File: src/rtl/inst_encoder.sv
`default_nettype none
// ============================================================================
// Module   : inst_encoder
// Purpose  : LoongArch32 instruction encoder. Range-checks an immediate or
//            byte offset, packs it into the architectural field layout
//            (si12, ui12, ui5, si20, offs26) and emits one or two 32-bit
//            instruction words over a valid/ready stream.
// Macro    : ENC_LI_EN - when defined, op 7 (LI pseudo-op) expands to
//            ORI or LU12I.W + ORI. When undefined, op 7 is rejected, the HI
//            state and ORI holding register are not built, and out_last
//            follows out_valid.
// Ports    :
//   clk        in   system clock, rising edge
//   rst_n      in   asynchronous active-low reset
//   req_valid  in   request present
//   req_ready  out  request accepted on req_valid & req_ready
//   req_op     in   [2:0] 0 ADDI.W 1 ORI 2 SLLI.W 3 LU12I.W 4 LD.W 5 ST.W
//                         6 B 7 LI
//   req_rd     in   [4:0] rd (store data register for ST.W)
//   req_rj     in   [4:0] rj (ignored for LU12I.W, B, LI)
//   req_imm    in   [31:0] immediate, or signed byte offset for B
//   out_valid  out  out_inst valid
//   out_ready  in   sink accepts on out_valid & out_ready
//   out_inst   out  [31:0] encoded word
//   out_last   out  final word of the current request
//   err        out  one-cycle pulse, request rejected
//   word_cnt   out  [15:0] words handed off, wraps
// Revision : 1.0 - initial release
// ============================================================================
module inst_encoder (
  input  logic        clk,
  input  logic        rst_n,
  input  logic        req_valid,
  output logic        req_ready,
  input  logic [2:0]  req_op,
  input  logic [4:0]  req_rd,
  input  logic [4:0]  req_rj,
  input  logic [31:0] req_imm,
  output logic        out_valid,
  input  logic        out_ready,
  output logic [31:0] out_inst,
  output logic        out_last,
  output logic        err,
  output logic [15:0] word_cnt
);

  // Operation codes on req_op
  localparam logic [2:0] OP_ADDI  = 3'd0;
  localparam logic [2:0] OP_ORI   = 3'd1;
  localparam logic [2:0] OP_SLLI  = 3'd2;
  localparam logic [2:0] OP_LU12I = 3'd3;
  localparam logic [2:0] OP_LDW   = 3'd4;
  localparam logic [2:0] OP_STW   = 3'd5;
  localparam logic [2:0] OP_B     = 3'd6;
  localparam logic [2:0] OP_LI    = 3'd7;

  // Fixed opcode bits of each instruction format
  localparam logic [31:0] BASE_ADDI  = 32'h0280_0000;
  localparam logic [31:0] BASE_ORI   = 32'h0380_0000;
  localparam logic [31:0] BASE_SLLI  = 32'h0040_8000;
  localparam logic [31:0] BASE_LU12I = 32'h1400_0000;
  localparam logic [31:0] BASE_LDW   = 32'h2880_0000;
  localparam logic [31:0] BASE_STW   = 32'h2980_0000;
  localparam logic [31:0] BASE_B     = 32'h5000_0000;

`ifdef ENC_LI_EN
  typedef enum logic [1:0] {
    S_IDLE = 2'd0,
    S_ONE  = 2'd1,
    S_HI   = 2'd2
  } state_t;
`else
  typedef enum logic [1:0] {
    S_IDLE = 2'd0,
    S_ONE  = 2'd1
  } state_t;
`endif

  state_t      state_q, state_d;
  logic [31:0] out_inst_q, out_inst_d;
  logic        err_q, err_d;
  logic [15:0] word_cnt_q, word_cnt_d;
`ifdef ENC_LI_EN
  logic        out_last_q, out_last_d;
  logic [31:0] hold_q, hold_d;     // ORI word of an LI waiting behind LU12I.W
`endif

  // --------------------------------------------------------------------------
  // Immediate range checks
  // --------------------------------------------------------------------------
  logic si12_ok, ui12_ok, ui5_ok, si20_ok, offs_ok;

  // Signed fields are legal when every bit above the field's sign bit
  // replicates it, i.e. the upper slice is all ones or all zeros.
  assign si12_ok = (&req_imm[31:11]) | ~(|req_imm[31:11]);
  assign ui12_ok = ~(|req_imm[31:12]);
  assign ui5_ok  = ~(|req_imm[31:5]);
  assign si20_ok = (&req_imm[31:19]) | ~(|req_imm[31:19]);
  assign offs_ok = (req_imm[1:0] == 2'b00) &
                   ((&req_imm[31:27]) | ~(|req_imm[31:27]));

  // --------------------------------------------------------------------------
  // Field packing
  // --------------------------------------------------------------------------
  logic        enc_legal;
  logic [31:0] enc_word0;
`ifdef ENC_LI_EN
  logic        enc_two;
  logic [31:0] enc_word1;
`endif

  always_comb begin
    enc_legal = 1'b0;
    enc_word0 = 32'h0;
`ifdef ENC_LI_EN
    enc_two   = 1'b0;
    enc_word1 = 32'h0;
`endif
    case (req_op)
      OP_ADDI: begin
        enc_legal = si12_ok;
        enc_word0 = BASE_ADDI | {10'd0, req_imm[11:0], req_rj, req_rd};
      end
      OP_ORI: begin
        enc_legal = ui12_ok;
        enc_word0 = BASE_ORI | {10'd0, req_imm[11:0], req_rj, req_rd};
      end
      OP_SLLI: begin
        enc_legal = ui5_ok;
        enc_word0 = BASE_SLLI | {17'd0, req_imm[4:0], req_rj, req_rd};
      end
      OP_LU12I: begin
        enc_legal = si20_ok;
        enc_word0 = BASE_LU12I | {7'd0, req_imm[19:0], req_rd};
      end
      OP_LDW: begin
        enc_legal = si12_ok;
        enc_word0 = BASE_LDW | {10'd0, req_imm[11:0], req_rj, req_rd};
      end
      OP_STW: begin
        enc_legal = si12_ok;
        enc_word0 = BASE_STW | {10'd0, req_imm[11:0], req_rj, req_rd};
      end
      OP_B: begin
        // offs = imm[27:2]; offs[15:0] lands at [25:10], offs[25:16] at [9:0]
        enc_legal = offs_ok;
        enc_word0 = BASE_B | {6'd0, req_imm[17:2], req_imm[27:18]};
      end
      OP_LI: begin
`ifdef ENC_LI_EN
        // Any 32-bit value is reachable, so LI is never rejected.
        enc_legal = 1'b1;
        if (~(|req_imm[31:12])) begin
          // Small value: a single ORI rd, r0, imm
          enc_word0 = BASE_ORI | {10'd0, req_imm[11:0], 5'd0, req_rd};
        end else begin
          enc_two   = 1'b1;
          enc_word0 = BASE_LU12I | {7'd0, req_imm[31:12], req_rd};
          enc_word1 = BASE_ORI | {10'd0, req_imm[11:0], req_rd, req_rd};
        end
`else
        enc_legal = 1'b0;
`endif
      end
      default: begin
        enc_legal = 1'b0;
      end
    endcase
  end

  // --------------------------------------------------------------------------
  // Handshakes
  // --------------------------------------------------------------------------
  logic accept;
  logic handoff;

  // rst_n gates req_ready so nothing is accepted while reset is held.
  assign req_ready = rst_n & ((state_q == S_IDLE) |
                              ((state_q == S_ONE) & out_ready));
  assign out_valid = (state_q != S_IDLE);
  assign accept    = req_valid & req_ready;
  assign handoff   = out_valid & out_ready;

  // --------------------------------------------------------------------------
  // Next-state logic
  // --------------------------------------------------------------------------
  always_comb begin
    state_d    = state_q;
    out_inst_d = out_inst_q;
`ifdef ENC_LI_EN
    out_last_d = out_last_q;
    hold_d     = hold_q;
`endif
    err_d      = accept & ~enc_legal;
    word_cnt_d = word_cnt_q + {15'd0, handoff};

    // Retire the held word first; a same-cycle accept below overrides it.
    if (handoff) begin
`ifdef ENC_LI_EN
      if (state_q == S_HI) begin
        state_d    = S_ONE;
        out_inst_d = hold_q;
        out_last_d = 1'b1;
      end else begin
        state_d = S_IDLE;
      end
`else
      state_d = S_IDLE;
`endif
    end

    // req_ready is 0 in HI, so an accept never collides with the HI->ONE
    // transfer of the ORI word.
    if (accept && enc_legal) begin
`ifdef ENC_LI_EN
      if (enc_two) begin
        state_d    = S_HI;
        out_inst_d = enc_word0;
        out_last_d = 1'b0;
        hold_d     = enc_word1;
      end else begin
        state_d    = S_ONE;
        out_inst_d = enc_word0;
        out_last_d = 1'b1;
      end
`else
      state_d    = S_ONE;
      out_inst_d = enc_word0;
`endif
    end
  end

  // --------------------------------------------------------------------------
  // State registers
  // --------------------------------------------------------------------------
  always_ff @(posedge clk or negedge rst_n) begin
    if (!rst_n) begin
      state_q    <= S_IDLE;
      out_inst_q <= 32'h0;
      err_q      <= 1'b0;
      word_cnt_q <= 16'h0;
`ifdef ENC_LI_EN
      out_last_q <= 1'b0;
      hold_q     <= 32'h0;
`endif
    end else begin
      state_q    <= state_d;
      out_inst_q <= out_inst_d;
      err_q      <= err_d;
      word_cnt_q <= word_cnt_d;
`ifdef ENC_LI_EN
      out_last_q <= out_last_d;
      hold_q     <= hold_d;
`endif
    end
  end

  assign out_inst = out_inst_q;
  assign err      = err_q;
  assign word_cnt = word_cnt_q;
`ifdef ENC_LI_EN
  assign out_last = out_last_q;
`else
  // Every request is a single word, so any valid word is the last one.
  assign out_last = out_valid;
`endif

endmodule
`default_nettype wire

File: config.mk
export PLATFORM = sky130hd
export DESIGN_NAME = inst_encoder
export DESIGN_NICKNAME = d
export VERILOG_FILES = /design/src/rtl/inst_encoder.sv
export SDC_FILE = /design/constraint.sdc
export NUM_CORES = 1
export LEC_CHECK = 0
export CORE_MARGIN = 2
export CORE_UTILIZATION = 38
export CTS_CLUSTER_DIAMETER = 60
export DETAILED_ROUTE_END_ITERATION = 7
export GPL_TIMING_DRIVEN = 0
export PLACE_DENSITY = 0.67
export SYNTH_ARGS = -nofsm -noshare
export SYNTH_HDL_FRONTEND = slang
export SYNTH_SLANG_ARGS = --single-unit
export TNS_END_PERCENT = 1
File: constraint.sdc
create_clock -name clk -period 2.11 [get_ports clk]
set_input_delay 0.211 -clock clk [delete_from_list [all_inputs] [get_ports clk]]
set_output_delay 0.211 -clock clk [all_outputs]
set_load 0.02 [all_outputs]
==> run_results.csv, run 1 <==
group,metric,value,unit
worst_setup_path,crit_family,"buffers and inverters",
synthesis,syn-mean-instance-area,10.15,sq um
worst_setup_path,worstPathMaxFanout,10,
synthesis,yosys-top-cells-area,"dfrtp_1, mux2_4, nor2b_1, a21oi_1, xnor2_1",
synthesis,synth_fp_nets,336,
cts,cts_inserted_buffers,5,
sta,finalSetupTns,0,ns
sta,min_period,2.032,ns
finish,diodes,0,
grt,antenna_found_initial,0,
die,die_x,91.27,um
synthesis,yosysTopAreaCellShare,41.50,%
detailed_routing,vias,2626,
worst_setup_path,cpPeakStageDelay,0.35,ns
pwr,ir_drop,0.0002729,V
detailed_routing,antenna_left,0,
finish,final_layout_size_suffix_gt1_share,18.16,%
place,dp_hpwl,5877,um
sta,fin_crit_sh,96.28,%
finish,final_cell_mix,"clkdlybuf4s50_1, dfrtp_1, a21oi_1",
sta,fmax,0.4922,GHz
die,initial_core_util,39.48,%
worst_setup_path,worstSetupPathType,"in2reg",
sta,fin_ws,0.07849,ns
worst_setup_path,slowest_stage,"nor4_4",
grt,grt_first_pass_wirelength,12760,um
detailed_routing,wirelength,7919,um
worst_setup_path,crit_arrival,2.22,ns
synthesis,ys_seq_area_share,41.50,%
sta,setup_viol,0,
synthesis,synth.cell_area,2894,sq um
detailed_routing,drtPass1Iterations,4,
finish,n_fill_cell,634,
die,rows,31,
finish,instances_no_fill,501,
place,detailedPlace.worstSlack,-0.5492,ns
detailed_routing,post_drt_wl_per_cell,15.81,um
cts,cts_tree,"built",
status,outcome,"finished, final reports clean",
grt,grt_pass1_vias,2601,
worst_setup_path,start_kind,"primary input",
synthesis,yosys_warnings,0,
place,port_buffers,98,
die,coreArea,7331,sq um
worst_setup_path,worstPathRequired,2.30,ns
finish,final_area,4342,sq um
die,dieArea,8330,sq um
worst_setup_path,end_kind,"flip-flop",
grt,grt_max_degree,38,
cts,root_buffer,"clkbuf_8",
synthesis,synth_cell_type_count,42,
cts,cts_max_path_buffers,2,
cts,htreeDepth,2,
grt,grt_usage,19.03,%
finish,final_common_cell,"clkdlybuf4s50_1",
cts,path_clk_slew,0.09,ns
grt,overflow,0,
place,postPlaceCellArea,4014,sq um
die,die_h,91.27,um
sta,clock_skew,0.008642,ns
worst_setup_path,critPathBufInv,3,
detailed_routing,drcViolationCount,0,
synthesis,postSynthCellCount,285,
die,num_io_pins,101,
cts,insertion_delay,0.30,ns
sta,slew_viol_final,0,
run,cap_violations,0,
sta,whs,0.3864,ns
place,gp_congestion,0.8469,
detailed_routing,viasPerCell,5.242,
sta,hold_viol_final,0,
place,place_inst,483,
finish,final_nets,452,
pwr,power.density,441.8,nW/um^2
detailed_routing,drt-initial-drc-count,141,
worst_setup_path,worstPathCellList,"dlygate4sd2_1, nor4_4, nand4b_1, buf_4, o21ai_2, o2bb2ai_2, o211a_4, buf_12, mux2_4",
worst_hold_path,hold_path.class,"in2reg",
cts,cts_sinks,48,
synthesis,synth_top_area_cell,"dfrtp_1",
synthesis,ys_seq_elements,48,
finish,syn_to_final_growth,50.02,%
pwr,p_leak,0.001929,uW
==> worst paths after layout <==
check | from | to | slack (ns) | cells after the start
worst max-delay path | req_imm[30] | out_inst[25]$_DFFE_PN0P_ | 0.08 | 9
worst min-delay path | req_imm[15] | out_inst[23]$_DFFE_PN0P_ | 0.39 | 4
max in group asynchronous | rst_n | word_cnt[14]$_DFF_PN0_ | 0.82 | 3
worst min register to register | word_cnt[15]$_DFF_PN0_ | word_cnt[15]$_DFF_PN0_ | 0.48 | 1
worst max register to register | state_q[0]$_DFFE_PN0P_ | out_inst[25]$_DFFE_PN0P_ | 0.18 | 7
min in group asynchronous | rst_n | word_cnt[2]$_DFF_PN0_ | 0.49 | 4
==> kinds of logic after synthesis <==
logic type                 after synthesis  synth area share (%)
AOI/OAI and AO/OA                       65                 13.06
xor gates and xnor gates                14                 4.237
other                                    1                0.1296
adders and majority gates                2                0.8645
DFF                                     48                 41.50
muxes                                   32                 16.13
buffers and inverters                   22                 4.410
and+or+nand+nor                        101                 19.67
==> cells in the mapped netlist (all sizes together) <==
| library cell | n |
|---|---|
| clkbuf | 10 |
| xor2 | 3 |
| or3 | 1 |
| and2b | 1 |
| nand2b | 7 |
| or2 | 2 |
| buf | 9 |
| xnor2 | 11 |
| nand4b | 3 |
| nor2b | 25 |
| a22oi | 7 |
| a22o | 1 |
| o41ai | 1 |
| ha | 2 |
| a2111oi | 1 |
| o211ai | 1 |
| inv | 3 |
| and4 | 4 |
| nor4 | 6 |
| mux2i | 2 |
| and2 | 4 |
| a21boi | 1 |
| nand2 | 19 |
| nand3 | 5 |
| o2bb2ai | 1 |
| dfrtp | 48 |
| o31ai | 1 |
| nor2 | 12 |
| o211a | 1 |
| a21o | 1 |
| nor3 | 2 |
| a21oi | 30 |
| nand4 | 5 |
| or4 | 1 |
| and3 | 4 |
| o21ai | 18 |
| mux2 | 30 |
| conb | 1 |
| o21ba | 1 |
==> power by group <==
part / total, uW / internal [uW] / switching (uW)
Clock: 685 / 357 / 328
Sequential: 924 / 922 / 1.61
Combinational: 309 / 151 / 159
==> stage by stage <==
| stage | total power [uW] | util (%) |
|---|---|---|
| 4_1_cts | 1935 | 58.58 |
| 5_1_grt | 2005 | 59.23 |
| 3_5_place_dp | 1243 | 54.75 |
| 3_3_place_gp | 1235 | 54.55 |
| 2_1_floorplan | 1069 | - |
| 6_report | 1918 | 59.23 |
==> flip-flops by register name, summed over array words and instances (netlist names) <==
signal / cells
state_q: 1
out_inst: 30
err: 1
word_cnt: 16
==> layout make-up <==
class / instances / area (sq um) / share of cell area [%]
well taps: 99 / 123.9 / 2.853
repair buffers: 109 / 1100 / 25.33
plain buffers: 19 / 146.4 / 3.372
clock buffers: 5 / 68.82 / 1.585
multi-input cells: 215 / 1644 / 37.87
inverters: 3 / 11.26 / 0.2594
flip-flops and latches: 48 / 1201 / 27.67
clock inverters: 3 / 46.29 / 1.066
==> tightest hold or removal path, cell delays in order <==
cell	delay, ns
dlymetal6s2s_1	0.16
a22oi_1	0.09
nand2_1	0.07
mux2_4	0.13
==> routing by layer <==
layer / track usage [%] / part of all wire [%] / up-vias
met5: 0 / 0 / -
met4: 4.798 / 0.97 / 0
met3: 3.568 / 6.2 / 9
met2: 32.72 / 49 / 111
met1: 24.68 / 43 / 1264
li1: - / - / 1242
==> repair_timing <==
| action | CTS | global route |
|---|---|---|
| endpoints found under the hold margin | 11 | 0 |
| pin swaps | 12 | 6 |
| gates cloned | 1 | 0 |
| resized for setup | 38 | 13 |
| hold buffers | 3 | 0 |
| setup buffers | 4 | 2 |
| setup endpoints to repair | 30 | 30 |
Note: power is estimated with default switching activity, not from simulation.
==> run 2: changes to the inputs <==
--- a/config.mk
+++ b/config.mk
@@ -8,3 +8,3 @@
 export CORE_MARGIN = 2
-export CORE_UTILIZATION = 38
+export CORE_UTILIZATION = 32
 export CTS_CLUSTER_DIAMETER = 60
@@ -12,3 +12,3 @@
 export GPL_TIMING_DRIVEN = 0
-export PLACE_DENSITY = 0.67
+export PLACE_DENSITY = 0.58
 export SYNTH_ARGS = -nofsm -noshare
==> constraint.sdc (replaced) <==
create_clock -name clk -period 2.11 [get_ports clk]
set_input_delay 0.5275 -clock clk [delete_from_list [all_inputs] [get_ports clk]]
set_output_delay 0.5275 -clock clk [all_outputs]
set_load 0.02 [all_outputs]
==> run_results.csv, run 2 (synthesis gave the netlist of run 1 again) <==
group,metric,value,unit
finish,largest_reg_flops,30,
sta,hold_viol_final,0,
worst_setup_path,start_kind,"primary input",
place,port_buffers,98,
die,num_io_pins,101,
die,dieArea,9821,sq um
worst_setup_path,slowest_stage,"or4_4",
status,violations,"negative setup slack",
sta,setup_viol,20,
detailed_routing,wirelength,8193,um
die,rows,34,
grt,grt_max_degree,27,
finish,final_nets,456,
grt,grt_first_pass_wirelength,13440,um
sta,min_period,2.214,ns
worst_setup_path,cp_common_cell,"buf_12",
detailed_routing,antenna_left,0,
worst_setup_path,worstSetupPathType,"in2reg",
sta,rsz0062_at_grt,"true",
detailed_routing,drt-initial-drc-count,71,
pwr,power.density,451.7,nW/um^2
sta,fmax,0.4517,GHz
place,gp_congestion,0.8116,
sta,slew_viol_final,0,
cts,hold_buffers,0,
finish,instances_no_fill,513,
cts,path_clk_slew,0.09,ns
die,die_x,99.10,um
pwr,power,2019,uW
cts,root_buffer,"clkbuf_8",
detailed_routing,drtPass1Iterations,4,
worst_setup_path,cpPeakStageDelay,0.55,ns
detailed_routing,viasPerCell,5.027,
place,postPlaceCellArea,4061,sq um
cts,cts_max_path_buffers,2,
worst_setup_path,worstPathMaxFanout,5,
sta,clock_skew,0.004574,ns
cts,htreeDepth,2,
finish,final_common_cell,"clkdlybuf4s50_1",
die,die_h,99.10,um
place,place_inst,492,
sta,finalSetupTns,-1.766,ns
grt,overflow,0,
place,dp_hpwl,6021,um
pwr,ir_drop,0.0002390,V
status,outcome,"finished with violations",
grt,grt_pass1_vias,2698,
finish,diodes,0,
cts,cts_inserted_buffers,5,
sta,fin_crit_sh,104.9,%
worst_setup_path,worstPathRequired,2.29,ns
finish,final_area,4469,sq um
cts,insertion_delay,0.30,ns
finish,final_layout_size_suffix_gt1_share,27.65,%
grt,antenna_found_initial,0,
sta,fin_ws,-0.1040,ns
die,initial_core_util,33.02,%
pwr,p_leak,0.001925,uW
grt,grt_usage,16.76,%
finish,final_cell_mix,"clkdlybuf4s50_1, dfrtp_1, a21oi_1",
run,cap_violations,0,
worst_hold_path,hold_path.class,"in2async",
worst_setup_path,crit_arrival,2.40,ns
detailed_routing,drcViolationCount,0,
detailed_routing,vias,2579,
cts,cts_tree,"built",
worst_setup_path,end_kind,"flip-flop",
finish,syn_to_final_growth,54.43,%
worst_setup_path,worstPathCellList,"buf_2, and4_1, nand4_1, a21oi_1, or4_4, o211a_4, buf_12, buf_12, mux2_4",
cts,cts_sinks,48,
detailed_routing,post_drt_wl_per_cell,15.97,um
die,coreArea,8763,sq um
place,detailedPlace.worstSlack,-0.8283,ns
-- run 2: per-stage QoR --
stage / utilization [%] / hold slack, ns
global placement: 46.17 / 0.4636
finish: 51.00 / 0.06681
detailed placement: 46.34 / 0.4734
floorplan: - / 0.2319
global route: 51.00 / 0.07378
CTS: 49.99 / 0.07353
-- run 2: worst max-delay path, delay by kind of cell --
kind | cells | cell delay [ns]
and+or+nand+nor | 3 | 0.90
AOI/OAI and AO/OA | 2 | 0.29
buffers and inverters | 3 | 0.39
muxes | 1 | 0.30
-- run 2: power by group --
part / leakage (uW) / switching (uW) / internal [uW] / total (uW)
registers: 0.000664 / 1.48 / 922 / 923
logic: 0.00120 / 163 / 153 / 317
clock network: 0.0000642 / 312 / 467 / 779
total: 0.00192 / 477 / 1540 / 2020
-- run 2: layout make-up --
class                   instances  area [sq um]
flip-flops and latches         48          1201
clock buffers                   5         68.82
clock inverters                 2         60.06
repair buffers                113          1102
fillers                       826          4294
inverters                       3         11.26
multi-input cells             215          1740
plain buffers                  19         150.1
well taps                     108         135.1
-- run 2: timing repair --
item,4_1_cts,5_1_grt
resized for setup,130,18
endpoints found under the setup margin,33,32
pin swaps,14,6
buffers inserted,10,2
cloned,2,0
-- run 2: per-layer routing --
layer | GRT usage [%] | up-vias | share of wire, %
met4 | 2.950 | 0 | 1.3
met1 | 22.78 | 1237 | 45
met5 | 0 | - | 0
met3 | 3.865 | 11 | 6.0
li1 | - | 1250 | -
met2 | 27.75 | 81 | 48
-- run 2: path summary, 6_finish.rpt --
path	startpoint	endpoint	cells after the start	slack, ns
worst max-delay path	req_imm[22]	out_inst[7]$_DFFE_PN0P_	9	-0.10
worst min-delay path	rst_n	word_cnt[2]$_DFF_PN0_	1	0.07
worst max register to register	state_q[0]$_DFFE_PN0P_	out_inst[7]$_DFFE_PN0P_	8	0.26
worst min register to register	word_cnt[15]$_DFF_PN0_	word_cnt[15]$_DFF_PN0_	1	0.48
max in group asynchronous	rst_n	out_inst[17]$_DFFE_PN0P_	2	1.63
min in group clk	word_cnt[15]$_DFF_PN0_	word_cnt[15]$_DFF_PN0_	1	0.48
